===== src/rtl/dmem_arbiter.sv =====
// -----------------------------------------------------------------------------
// dmem_arbiter
//   Shares one single-port data memory between the processor load/store port
//   (requester 0) and the program-loader/debug port (requester 1). At most one
//   access is granted per cycle. The current owner keeps the port while it
//   keeps requesting, but only for MAX_BURST consecutive grants while the
//   other side is waiting. After that the port passes to the other requester.
//   An IDLE-state tie goes to the requester that did not win last.
//
// Parameters
//   MAX_BURST  consecutive contended grants per owner, legal range 1..15
//
// Ports
//   clk, nrst                    clock, synchronous active-low reset
//   req0/1, addr0/1, wr_en0/1,   requester-side access request; a request is
//   wdata0/1, wmask0/1           held until its gnt is seen
//   gnt0/1                       combinational accept for this cycle
//   rvalid0/1, rdata0/1          read return, one cycle after the read grant
//   mem_addr, mem_wr_en,         memory-side request of the winner (all zero
//   mem_wdata, mem_wmask         when nothing is granted)
//   mem_rdata                    memory read data, one cycle after the address
// -----------------------------------------------------------------------------
module dmem_arbiter #(
  parameter int MAX_BURST = 4
) (
  input  logic        clk,
  input  logic        nrst,
  input  logic        req0,
  input  logic [31:0] addr0,
  input  logic        wr_en0,
  input  logic [63:0] wdata0,
  input  logic [7:0]  wmask0,
  output logic        gnt0,
  output logic        rvalid0,
  output logic [63:0] rdata0,
  input  logic        req1,
  input  logic [31:0] addr1,
  input  logic        wr_en1,
  input  logic [63:0] wdata1,
  input  logic [7:0]  wmask1,
  output logic        gnt1,
  output logic        rvalid1,
  output logic [63:0] rdata1,
  output logic [31:0] mem_addr,
  output logic        mem_wr_en,
  output logic [63:0] mem_wdata,
  output logic [7:0]  mem_wmask,
  input  logic [63:0] mem_rdata
);

  typedef enum logic [1:0] {
    IDLE = 2'd0,
    OWN0 = 2'd1,
    OWN1 = 2'd2
  } state_e;

  localparam logic [3:0] MAX_BURST_C = 4'(MAX_BURST);

  state_e     state_q,      state_d;
  logic [3:0] burst_cnt_q,  burst_cnt_d;
  logic       last_owner_q, last_owner_d;
  logic       rvalid0_q,    rvalid0_d;
  logic       rvalid1_q,    rvalid1_d;

  logic       win_vld;   // some requester is granted this cycle
  logic       win_id;    // which one (0 or 1)
  logic       free_vld;  // winner when nobody holds the port
  logic       free_id;

  // ---------------------------------------------------------------------------
  // Arbitration
  // ---------------------------------------------------------------------------
  always_comb begin
    // NOTE: every signal gets a default before the case, so no path can leave
    // one unassigned and infer a latch.
    win_vld     = 1'b0;
    win_id      = 1'b0;
    burst_cnt_d = 4'd1;

    // Free-port pick: a lone requester wins; a tie goes to whoever did not
    // win last (last_owner resets to 1, so requester 0 takes the first tie).
    free_vld = req0 | req1;
    free_id  = (req0 && req1) ? ~last_owner_q : req1;

    case (state_q)
      OWN0: begin
        if (req0) begin
          win_vld = 1'b1;
          if (!req1) begin
            // Uncontended: no burst limit, counter parked at 1.
            win_id = 1'b0;
          end else if (burst_cnt_q < MAX_BURST_C) begin
            win_id      = 1'b0;
            burst_cnt_d = burst_cnt_q + 4'd1;
          end else begin
            // Burst exhausted while requester 1 waits: hand over.
            win_id = 1'b1;
          end
        end else begin
          win_vld = free_vld;
          win_id  = free_id;
        end
      end
      OWN1: begin
        if (req1) begin
          win_vld = 1'b1;
          if (!req0) begin
            win_id = 1'b1;
          end else if (burst_cnt_q < MAX_BURST_C) begin
            win_id      = 1'b1;
            burst_cnt_d = burst_cnt_q + 4'd1;
          end else begin
            win_id = 1'b0;
          end
        end else begin
          win_vld = free_vld;
          win_id  = free_id;
        end
      end
      default: begin
        win_vld = free_vld;
        win_id  = free_id;
      end
    endcase

    // No grant at all while reset is held, so no write can reach memory.
    if (!nrst) begin
      win_vld = 1'b0;
    end

    if (!win_vld) begin
      state_d = IDLE;
    end else if (win_id) begin
      state_d = OWN1;
    end else begin
      state_d = OWN0;
    end

    last_owner_d = win_vld ? win_id : last_owner_q;

    // A read return is flagged only for granted reads; writes return nothing.
    rvalid0_d = win_vld && !win_id && !wr_en0;
    rvalid1_d = win_vld &&  win_id && !wr_en1;
  end

  // ---------------------------------------------------------------------------
  // State registers
  // ---------------------------------------------------------------------------
  always_ff @(posedge clk) begin
    // NOTE: sequential state uses non-blocking assignments so every flop
    // samples the pre-edge values regardless of statement order.
    if (!nrst) begin
      state_q      <= IDLE;
      burst_cnt_q  <= 4'd1;
      last_owner_q <= 1'b1;
      rvalid0_q    <= 1'b0;
      rvalid1_q    <= 1'b0;
    end else begin
      state_q      <= state_d;
      burst_cnt_q  <= burst_cnt_d;
      last_owner_q <= last_owner_d;
      rvalid0_q    <= rvalid0_d;
      rvalid1_q    <= rvalid1_d;
    end
  end

  // ---------------------------------------------------------------------------
  // Outputs
  // ---------------------------------------------------------------------------
  assign gnt0 = win_vld && !win_id;
  assign gnt1 = win_vld &&  win_id;

  // Memory-side request is the winner's; all zero when idle.
  assign mem_addr  = !win_vld ? 32'd0 : (win_id ? addr1  : addr0);
  assign mem_wr_en = !win_vld ? 1'b0  : (win_id ? wr_en1 : wr_en0);
  assign mem_wdata = !win_vld ? 64'd0 : (win_id ? wdata1 : wdata0);
  assign mem_wmask = !win_vld ? 8'd0  : (win_id ? wmask1 : wmask0);

  // Read data goes to both sides; the rvalid tag says whose it is.
  assign rdata0  = mem_rdata;
  assign rdata1  = mem_rdata;
  assign rvalid0 = rvalid0_q;
  assign rvalid1 = rvalid1_q;

endmodule


===== config.mk =====
export PLATFORM = sky130hd
export DESIGN_NAME = dmem_arbiter
export DESIGN_NICKNAME = d
export VERILOG_FILES = /design/src/rtl/dmem_arbiter.sv
export SDC_FILE = /design/constraint.sdc
export NUM_CORES = 1
export LEC_CHECK = 0
export BUFFER_PORTS_ARGS = -buffer_cell sky130_fd_sc_hd__buf_2
export CAP_MARGIN = 5
export CORE_AREA = 2 2 200 202
export CTS_BUF_LIST = sky130_fd_sc_hd__clkbuf_4
export DETAILED_ROUTE_END_ITERATION = 8
export DIE_AREA = 0 0 202 204
export PLACE_DENSITY = 0.3
export SLEW_MARGIN = 10
export SYNTH_ARGS = -nofsm -noshare
export SYNTH_HDL_FRONTEND = slang
export SYNTH_SLANG_ARGS = --single-unit

===== constraint.sdc =====
create_clock -name clk -period 2 [get_ports clk]
set_clock_uncertainty 0.15 [all_clocks]
set_input_delay 0.2 -clock clk [delete_from_list [all_inputs] [get_ports clk]]
set_output_delay 0.2 -clock clk [all_outputs]
set_load 0.05 [all_outputs]

==> impl_metrics.sql, run 1 <==
INSERT INTO impl_metrics (metric_group, metric, value, unit) VALUES
('floorplanning', 'floorplan.initialDensity', '8.20', '%'),
('critical_path', 'timing.critical_path.slowest_cell_delay', '0.36', 'ns'),
('routing', 'wl_per_cell', '17.0', 'um'),
('min_path', 'hold_path.class', 'input pin to flip-flop', ''),
('clocking', 'clock-sinks', '9', ''),
('cells_and_area', 'area_growth', '147', '%'),
('critical_path', 'worst-path-max-fanout', '34', ''),
('routing', 'antenna_left', '0', ''),
('clocking', 'ctsLongestPathBuffers', '2', ''),
('sta', 'timing.setup.tns', '-56.33', 'ns'),
('cells_and_area', 'antennaDiodeCount', '0', ''),
('logic_synthesis', 'synthesized_netlist_net_count', '822', ''),
('pwr', 'power_density', '512', 'nW/um^2'),
('critical_path', 'critPathTopFamily', 'simple AND/OR/NAND/NOR gates', ''),
('critical_path', 'critPathRequiredTime', '1.65', 'ns'),
('logic_synthesis', 'postSynthCellCount', '541', ''),
('floorplanning', 'num_io_pins', '515', ''),
('critical_path', 'critPathLaunchType', 'flip-flop', ''),
('grt', 'global_route_wire_length_before_repair', '29.5', 'mm'),
('sta', 'rsz0062_at_grt', 'true', ''),
('floorplanning', 'fp.dieH', '204', 'um'),
('logic_synthesis', 'yosysSeqAreaShare', '5.61', '%'),
('logic_synthesis', 'synth-warning-count', '0', ''),
('status', 'outcome', 'finished, violations left', ''),
('grt', 'antenna_violations_before_repair', '0', ''),
('placement', 'detailedPlace.worstSlack', '-0.459', 'ns'),
('cells_and_area', 'final_layout_size_suffix_gt1_share', '79.4', '%'),
('sta', 'worst_hold_margin', '0.0648', 'ns'),
('sta', 'slew_viol_final', '0', ''),
('logic_synthesis', 'synth_area_per_cell', '5.94', 'sq um'),
('clocking', 'worstSkewPairLatency', '0.26', 'ns'),
('sta', 'finalCriticalPeriod', '2.59', 'ns'),
('placement', 'hpwl', '16.3', 'mm'),
('routing', 'count_of_unresolved_drc_violations_after_routing', '0', ''),
('routing', 'postRouteWirelength', '22.1', 'mm'),
('logic_synthesis', 'synth.cell_area', '3210', 'sq um'),
('critical_path', 'crit_type', 'flip-flop to primary output', ''),
('placement', 'placement.io_buffers', '322', ''),
('floorplanning', 'core_region_area', '39200', 'sq um'),
('critical_path', 'crit_top_cell', 'sky130_fd_sc_hd__buf_6', ''),
('critical_path', 'timing.critical_path.buf_inv', '4', ''),
('clocking', 'cts-buffers-inserted', '3', ''),
('grt', 'globalRouteTotalUtil', '9.10', '%'),
('sta', 'postLayoutSetupSlackWorst', '-0.588', 'ns'),
('run', 'cap_viol_max_count', '0', ''),
('cells_and_area', 'finalNetCount', '1055', ''),
('sta', 'finalHoldViolations', '0', ''),
('clocking', 'tritoncts', 'yes', ''),
('placement', 'gp_congestion', '0.756', ''),
('grt', 'grt_pass1_vias', '5023', ''),
('logic_synthesis', 'yosys_register_bits', '9', ''),
('floorplanning', 'row_count', '73', ''),
('pwr', 'largest_voltage_drop_on_the_vdd_net', '173', 'uV'),
('grt', 'globalRouteOverflowTotal', '0', ''),
('clocking', 'clock-root-buffer', 'sky130_fd_sc_hd__clkbuf_4', ''),
('cells_and_area', 'filler_cell_count_in_the_final_layout', '4391', ''),
('critical_path', 'worstSetupEndpointType', 'primary output', ''),
('logic_synthesis', 'yosys.cell_types.count', '27', ''),
('sta', 'timing.fmax', '0.386', 'GHz'),
('pwr', 'leakage', '2.94', 'nW'),
('critical_path', 'critPathArrivalTime', '2.24', 'ns'),
('sta', 'report.final.setup_viol', '111', ''),
('routing', 'route.detailed.vias_per_inst', '3.66', ''),
('sta', 'final.period_utilization', '129', '%'),
('critical_path', 'crit_slowest_cell', 'sky130_fd_sc_hd__or3b_1', ''),
('routing', 'vias', '4751', ''),
('grt', 'grt_max_degree', '52', ''),
('critical_path', 'cells_along_the_critical_path', 'inv_2 > ha_4 > or3b_1 > nand4b_1 > buf_12 > buf_6 > nand3_1 > a21oi_4 > buf_6', ''),
('floorplanning', 'design.die.area', '41200', 'sq um'),
('status', 'failed_checks', 'negative setup slack', ''),
('clocking', 'clkSlewWorstSetupHoldPaths', '0.06', 'ns'),
('routing', 'drtIter0Drc', '153', ''),
('routing', 'detailedRoute.firstPassIterationCount', '5', ''),
('floorplanning', 'die-width', '202', 'um'),
('clocking', 'cts_htree_levels', '1', '');
==> metrics by stage <==
step | util (%) | cell area (sq um) | power [mW] | instances
3_5_place_dp | 16.9 | 6640 | 3.25 | 1281
4_1_cts | 18.9 | 7410 | 3.79 | 1289
5_1_grt | 20.2 | 7930 | 4.29 | 1298
6_report | 20.2 | 7930 | 4.06 | 1298
3_3_place_gp | 16.9 | 6640 | 3.27 | 1281
2_1_floorplan | - | 4780 | 2.98 | 541
==> cells in the mapped netlist, drive strengths merged <==
library cell | n | area share, %
dfxtp | 9 | 5.6
and3b | 1 | 0.27
nor3 | 1 | 0.16
nor2 | 4 | 0.47
a21oi | 107 | 17
a31oi | 1 | 0.19
and2 | 2 | 0.39
nand3 | 106 | 17
o21ai | 107 | 17
or3b | 1 | 0.27
ha | 3 | 1.2
nor2b | 2 | 0.39
nand2 | 1 | 0.12
inv | 3 | 0.35
and4b | 1 | 0.43
buf | 147 | 34
and3 | 1 | 0.19
conb | 1 | 0.12
a32oi | 1 | 0.27
o311ai | 1 | 0.51
nand4b | 1 | 0.27
o311a | 1 | 0.31
clkbuf | 39 | 4.9
==> path summary, 6_finish.rpt <==
check	startpoint	to	slack, ns	cells past startpoint
max	state_q[0]	mem_addr[15]	-0.59	9
min	nrst	last_owner_q	0.06	2
max reg2reg	state_q[1]	rvalid0	-0.17	9
min reg2reg	last_owner_q	last_owner_q	0.33	2
==> layout by cell type, fill, tap and decap left out, types with 2 or more instances in the layout <==
cell                            count
sky130_fd_sc_hd__buf_16             4
sky130_fd_sc_hd__o21ai_2           32
sky130_fd_sc_hd__nand3_4           22
sky130_fd_sc_hd__o21ai_4            3
sky130_fd_sc_hd__inv_1              2
sky130_fd_sc_hd__buf_12            23
sky130_fd_sc_hd__a21oi_4          106
sky130_fd_sc_hd__clkbuf_16          5
sky130_fd_sc_hd__o21ai_1           63
sky130_fd_sc_hd__and2_1             2
sky130_fd_sc_hd__dfxtp_1            7
sky130_fd_sc_hd__nor2_1             3
sky130_fd_sc_hd__o21ai_0            9
sky130_fd_sc_hd__dfxtp_2            2
sky130_fd_sc_hd__nand3_2           27
sky130_fd_sc_hd__nor2b_1            2
sky130_fd_sc_hd__dlygate4sd3_1      2
sky130_fd_sc_hd__buf_2            215
sky130_fd_sc_hd__buf_6             95
sky130_fd_sc_hd__ha_1               2
sky130_fd_sc_hd__buf_8             11
sky130_fd_sc_hd__buf_4             58
sky130_fd_sc_hd__clkbuf_4           5
sky130_fd_sc_hd__nand3_1           57
==> cells by family after synthesis <==
| kind of cell | count (synthesis) | share of synthesized area [%] |
|---|---|---|
| compound gates | 218 | 34.6 |
| fa+ha+maj | 3 | 1.17 |
| buf+inv | 189 | 39.0 |
| flops | 9 | 5.61 |
| other cells | 1 | 0.117 |
| simple gates | 121 | 19.5 |
==> metal layers <==
layer | share of wire [%] | GRT usage, % | up-vias
met4 | 5.4 | 5.65 | 0
met5 | 0 | 0 | -
li1 | - | - | 2257
met3 | 8.9 | 2.57 | 72
met2 | 49 | 15.9 | 272
met1 | 36 | 9.71 | 2150
==> final cells by class <==
cell class              count  area [sq um]  area share [%]
repair buffers            414          3470            43.8
flip-flops and latches      9           183            2.30
inverters                   3          11.3           0.142
well taps                 525           657            8.28
clock buffers               4          30.0           0.379
multi-input cells         343          3580            45.1
==> state kept, by name (all words and copies together), names as in the netlist <==
name,count
rvalid0,1
rvalid1,1
burst_cnt_q,4
last_owner_q,1
state_q,2
==> where the power goes <==
group | internal (mW) | leakage (nW) | switching (mW)
combinational | 1.49 | 2.85 | 2.21
clock | 0.0905 | 0.0184 | 0.0647
sequential | 0.193 | 0.0748 | 0.00910
total | 1.77 | 2.94 | 2.29
==> repair_timing <==
item | CTS | global route
hold buffers | 2 | 0
endpoints found under the hold margin | 2 | 0
cloned | 1 | 6
setup endpoints to repair | 111 | 111
pin swaps | 4 | 3
gates resized for setup | 237 | 123
setup buffers | 1 | 3
No activity file was read; power rests on OpenSTA's default activity.
==> run 2: changes to the inputs <==
--- a/config.mk
+++ b/config.mk
@@ -7,5 +7,4 @@
 export LEC_CHECK = 0
 export BUFFER_PORTS_ARGS = -buffer_cell sky130_fd_sc_hd__buf_2
-export CAP_MARGIN = 5
 export CORE_AREA = 2 2 200 202
 export CTS_BUF_LIST = sky130_fd_sc_hd__clkbuf_4
==> constraint.sdc (replaced) <==
create_clock -name clk -period 2 [get_ports clk]
set_clock_uncertainty 0.15 [all_clocks]
set_input_delay 0.3 -clock clk [delete_from_list [all_inputs] [get_ports clk]]
set_output_delay 0.3 -clock clk [all_outputs]
set_load 0.05 [all_outputs]
==> impl_metrics.sql, run 2 (synthesis results as in run 1) <==
INSERT INTO impl_metrics (metric_group, metric, value, unit) VALUES
('placement', 'placement.io_buffers', '322', ''),
('cells_and_area', 'multi_input_area', '3930', 'sq um'),
('cells_and_area', 'leading_cell_types_in_the_layout_fill_and_taps_excluded', 'sky130_fd_sc_hd__buf_2 (215), sky130_fd_sc_hd__buf_6 (109), sky130_fd_sc_hd__a21oi_4 (103)', ''),
('clocking', 'clock-sinks', '9', ''),
('status', 'outcome', 'finished, violations left', ''),
('grt', 'global_route_wire_length_before_repair', '31.5', 'mm'),
('routing', 'route.detailed.vias_per_inst', '3.70', ''),
('routing', 'wl_met2', '11.9', 'mm'),
('cells_and_area', 'finalNetCount', '1060', ''),
('routing', 'dr_wl_met3', '1.50', 'mm'),
('pwr', 'largest_voltage_drop_on_the_vdd_net', '156', 'uV'),
('placement', 'hpwl', '16.7', 'mm'),
('critical_path', 'worstSetupEndpointType', 'primary output', ''),
('cells_and_area', 'filler_cell_count_in_the_final_layout', '4292', ''),
('floorplanning', 'row_count', '73', ''),
('placement', 'detailedPlace.worstSlack', '-0.548', 'ns'),
('cells_and_area', 'largest_reg_flops', '4', ''),
('status', 'failed_checks', 'negative setup slack', ''),
('cells_and_area', 'registers.top_by_ff_count', 'burst_cnt_q', ''),
('cells_and_area', 'top_regs', 'burst_cnt_q (4), state_q (2)', ''),
('floorplanning', 'num_io_pins', '515', ''),
('cells_and_area', 'layoutNonFillerInstCount', '1304', ''),
('routing', 'wl_met1', '8.46', 'mm'),
('pwr', 'internal-power', '2.00', 'mW'),
('grt', 'globalRouteTotalUtil', '9.94', '%'),
('critical_path', 'crit_top_cell', 'sky130_fd_sc_hd__buf_6', ''),
('run', 'cap_viol_max_count', '0', ''),
('grt', 'grt_max_degree', '35', ''),
('routing', 'detailedRoute.firstPassIterationCount', '4', ''),
('pwr', 'power_density', '509', 'nW/um^2'),
('cells_and_area', 'final_layout_size_suffix_gt1_share', '83.0', '%'),
('routing', 'wl_per_cell', '17.4', 'um'),
('critical_path', 'critPathRequiredTime', '1.55', 'ns'),
('sta', 'timing.setup.tns', '-61.89', 'ns'),
('min_path', 'hold_path.class', 'input pin to flip-flop', ''),
('clocking', 'clkSlewWorstSetupHoldPaths', '0.07', 'ns'),
('sta', 'worst_hold_margin', '0.0786', 'ns'),
('sta', 'slew_viol_final', '0', ''),
('clocking', 'cts_htree_levels', '1', ''),
('critical_path', 'critPathLaunchType', 'flip-flop', ''),
('clocking', 'tritoncts', 'yes', ''),
('floorplanning', 'fp.dieH', '204', 'um'),
('critical_path', 'worst-path-max-fanout', '6', ''),
('clocking', 'cts-buffers-inserted', '3', ''),
('sta', 'timing.fmax', '0.379', 'GHz'),
('pwr', 'leakage', '3.14', 'nW'),
('sta', 'final.period_utilization', '132', '%'),
('pwr', 'switching_share', '54.7', '%'),
('grt', 'globalRouteOverflowTotal', '0', ''),
('pwr', 'netSwitchingPower', '2.41', 'mW'),
('routing', 'postRouteWirelength', '22.7', 'mm'),
('floorplanning', 'core_region_area', '39200', 'sq um'),
('sta', 'rsz0062_at_grt', 'true', ''),
('floorplanning', 'floorplan.initialDensity', '8.20', '%'),
('routing', 'drtIter0Drc', '114', ''),
('grt', 'antenna_violations_before_repair', '1', ''),
('sta', 'report.final.setup_viol', '111', ''),
('cells_and_area', 'area_growth', '170', '%'),
('sta', 'finalCriticalPeriod', '2.64', 'ns'),
('clocking', 'worstSkewPairLatency', '0.26', 'ns'),
('routing', 'vias', '4822', ''),
('grt', 'grt_pass1_vias', '5190', ''),
('placement', 'gp_congestion', '0.762', ''),
('floorplanning', 'design.die.area', '41200', 'sq um'),
('pwr', 'pwr-share-comb', '91.8', '%'),
('critical_path', 'crit_type', 'flip-flop to primary output', ''),
('routing', 'routed.top_layer', 'met4', ''),
('cells_and_area', 'postLayoutCellArea', '8670', 'sq um'),
('pwr', 'proportion_of_power_drawn_by_flip_flops_and_latches', '4.6', '%'),
('cells_and_area', 'layout_commonest_cell', 'sky130_fd_sc_hd__buf_2', ''),
('pwr', 'power.share.clock', '3.6', '%'),
('cells_and_area', 'area.sequential', '183', 'sq um'),
('placement', 'dp_cells', '1277', ''),
('pwr', 'overall_power_after_layout', '4.41', 'mW'),
('critical_path', 'cells_along_the_critical_path', 'inv_2 > ha_4 > or3b_1 > nand4b_1 > buf_4 > buf_6 > buf_16 > buf_8 > nand3_4 > a21oi_4 > buf_6', ''),
('routing', 'count_of_unresolved_drc_violations_after_routing', '0', ''),
('clocking', 'ctsLongestPathBuffers', '2', ''),
('critical_path', 'crit_slowest_cell', 'sky130_fd_sc_hd__or3b_1', ''),
('floorplanning', 'die-width', '202', 'um'),
('sta', 'postLayoutSetupSlackWorst', '-0.641', 'ns'),
('critical_path', 'timing.critical_path.slowest_cell_delay', '0.36', 'ns'),
('sta', 'finalHoldViolations', '0', ''),
('routing', 'antenna_left', '0', ''),
('placement', 'placed_area', '6810', 'sq um'),
('critical_path', 'critPathArrivalTime', '2.19', 'ns'),
('cells_and_area', 'finalCoreUtilization', '22.1', '%'),
('clocking', 'clock-root-buffer', 'sky130_fd_sc_hd__clkbuf_4', '');
==> run 2: cell types whose count changed in the layout (fill, tap and decap cells not counted), moves of 11 or more <==
cell	before	now
sky130_fd_sc_hd__buf_6	95	109
sky130_fd_sc_hd__buf_12	23	37
sky130_fd_sc_hd__nand3_1	57	21
sky130_fd_sc_hd__o21ai_2	32	17
sky130_fd_sc_hd__o21ai_0	9	20
sky130_fd_sc_hd__buf_4	58	26
sky130_fd_sc_hd__nand3_4	22	52
==> run 2: final timing paths <==
path | from | end | slack (ns) | cells past startpoint
setup / recovery | state_q[0] | mem_addr[28] | -0.64 | 11
hold / removal | wr_en0 | rvalid0 | 0.08 | 2
setup reg to reg | state_q[0] | rvalid0 | -0.11 | 9
hold reg to reg | burst_cnt_q[0] | burst_cnt_q[0] | 0.34 | 1
==> run 2: layer usage <==
| layer | track usage (%) | up-vias |
|---|---|---|
| met5 | 0 | - |
| met4 | 3.68 | 0 |
| met3 | 2.12 | 66 |
| met2 | 18.4 | 238 |
| met1 | 11.1 | 2243 |
| li1 | - | 2275 |
==> run 2: power groups by stage <==
stage | Combinational (mW) | Clock (mW) | Sequential, mW
global route | 4.27 | 0.178 | 0.205
floorplan | 2.79 | 0 | 0.212
global placement | 3.20 | 0 | 0.207
CTS | 3.90 | 0.171 | 0.204
finish | 4.05 | 0.159 | 0.203
detailed placement | 3.18 | 0 | 0.207
==> run 2: timing repair <==
item,in CTS,in global routing
cloned,6,6
gates resized for setup,382,46
hold buffers,0,0
setup endpoints to repair,111,111
setup buffers,7,3
pin swaps,21,28
==> run 2: worst max-delay path: cells and delay by family (launching register included) <==
kind                     cells  cell delay [ns]
AND/OR/NAND/NOR              3             0.57
flip-flops                   1             0.32
adder cells (fa/ha/maj)      1             0.11
AO/OA/AOI/OAI                1             0.15
buffers and inverters        6             0.78
==> run 2: final cells by class <==
class	count	area share, %
multi-input combinational	343	45.3
timing repair buffer	419	44.5
tap	525	7.58
sequential	9	2.11
clock buffer	4	0.346
inverter	3	0.130
antenna	1	0.0289
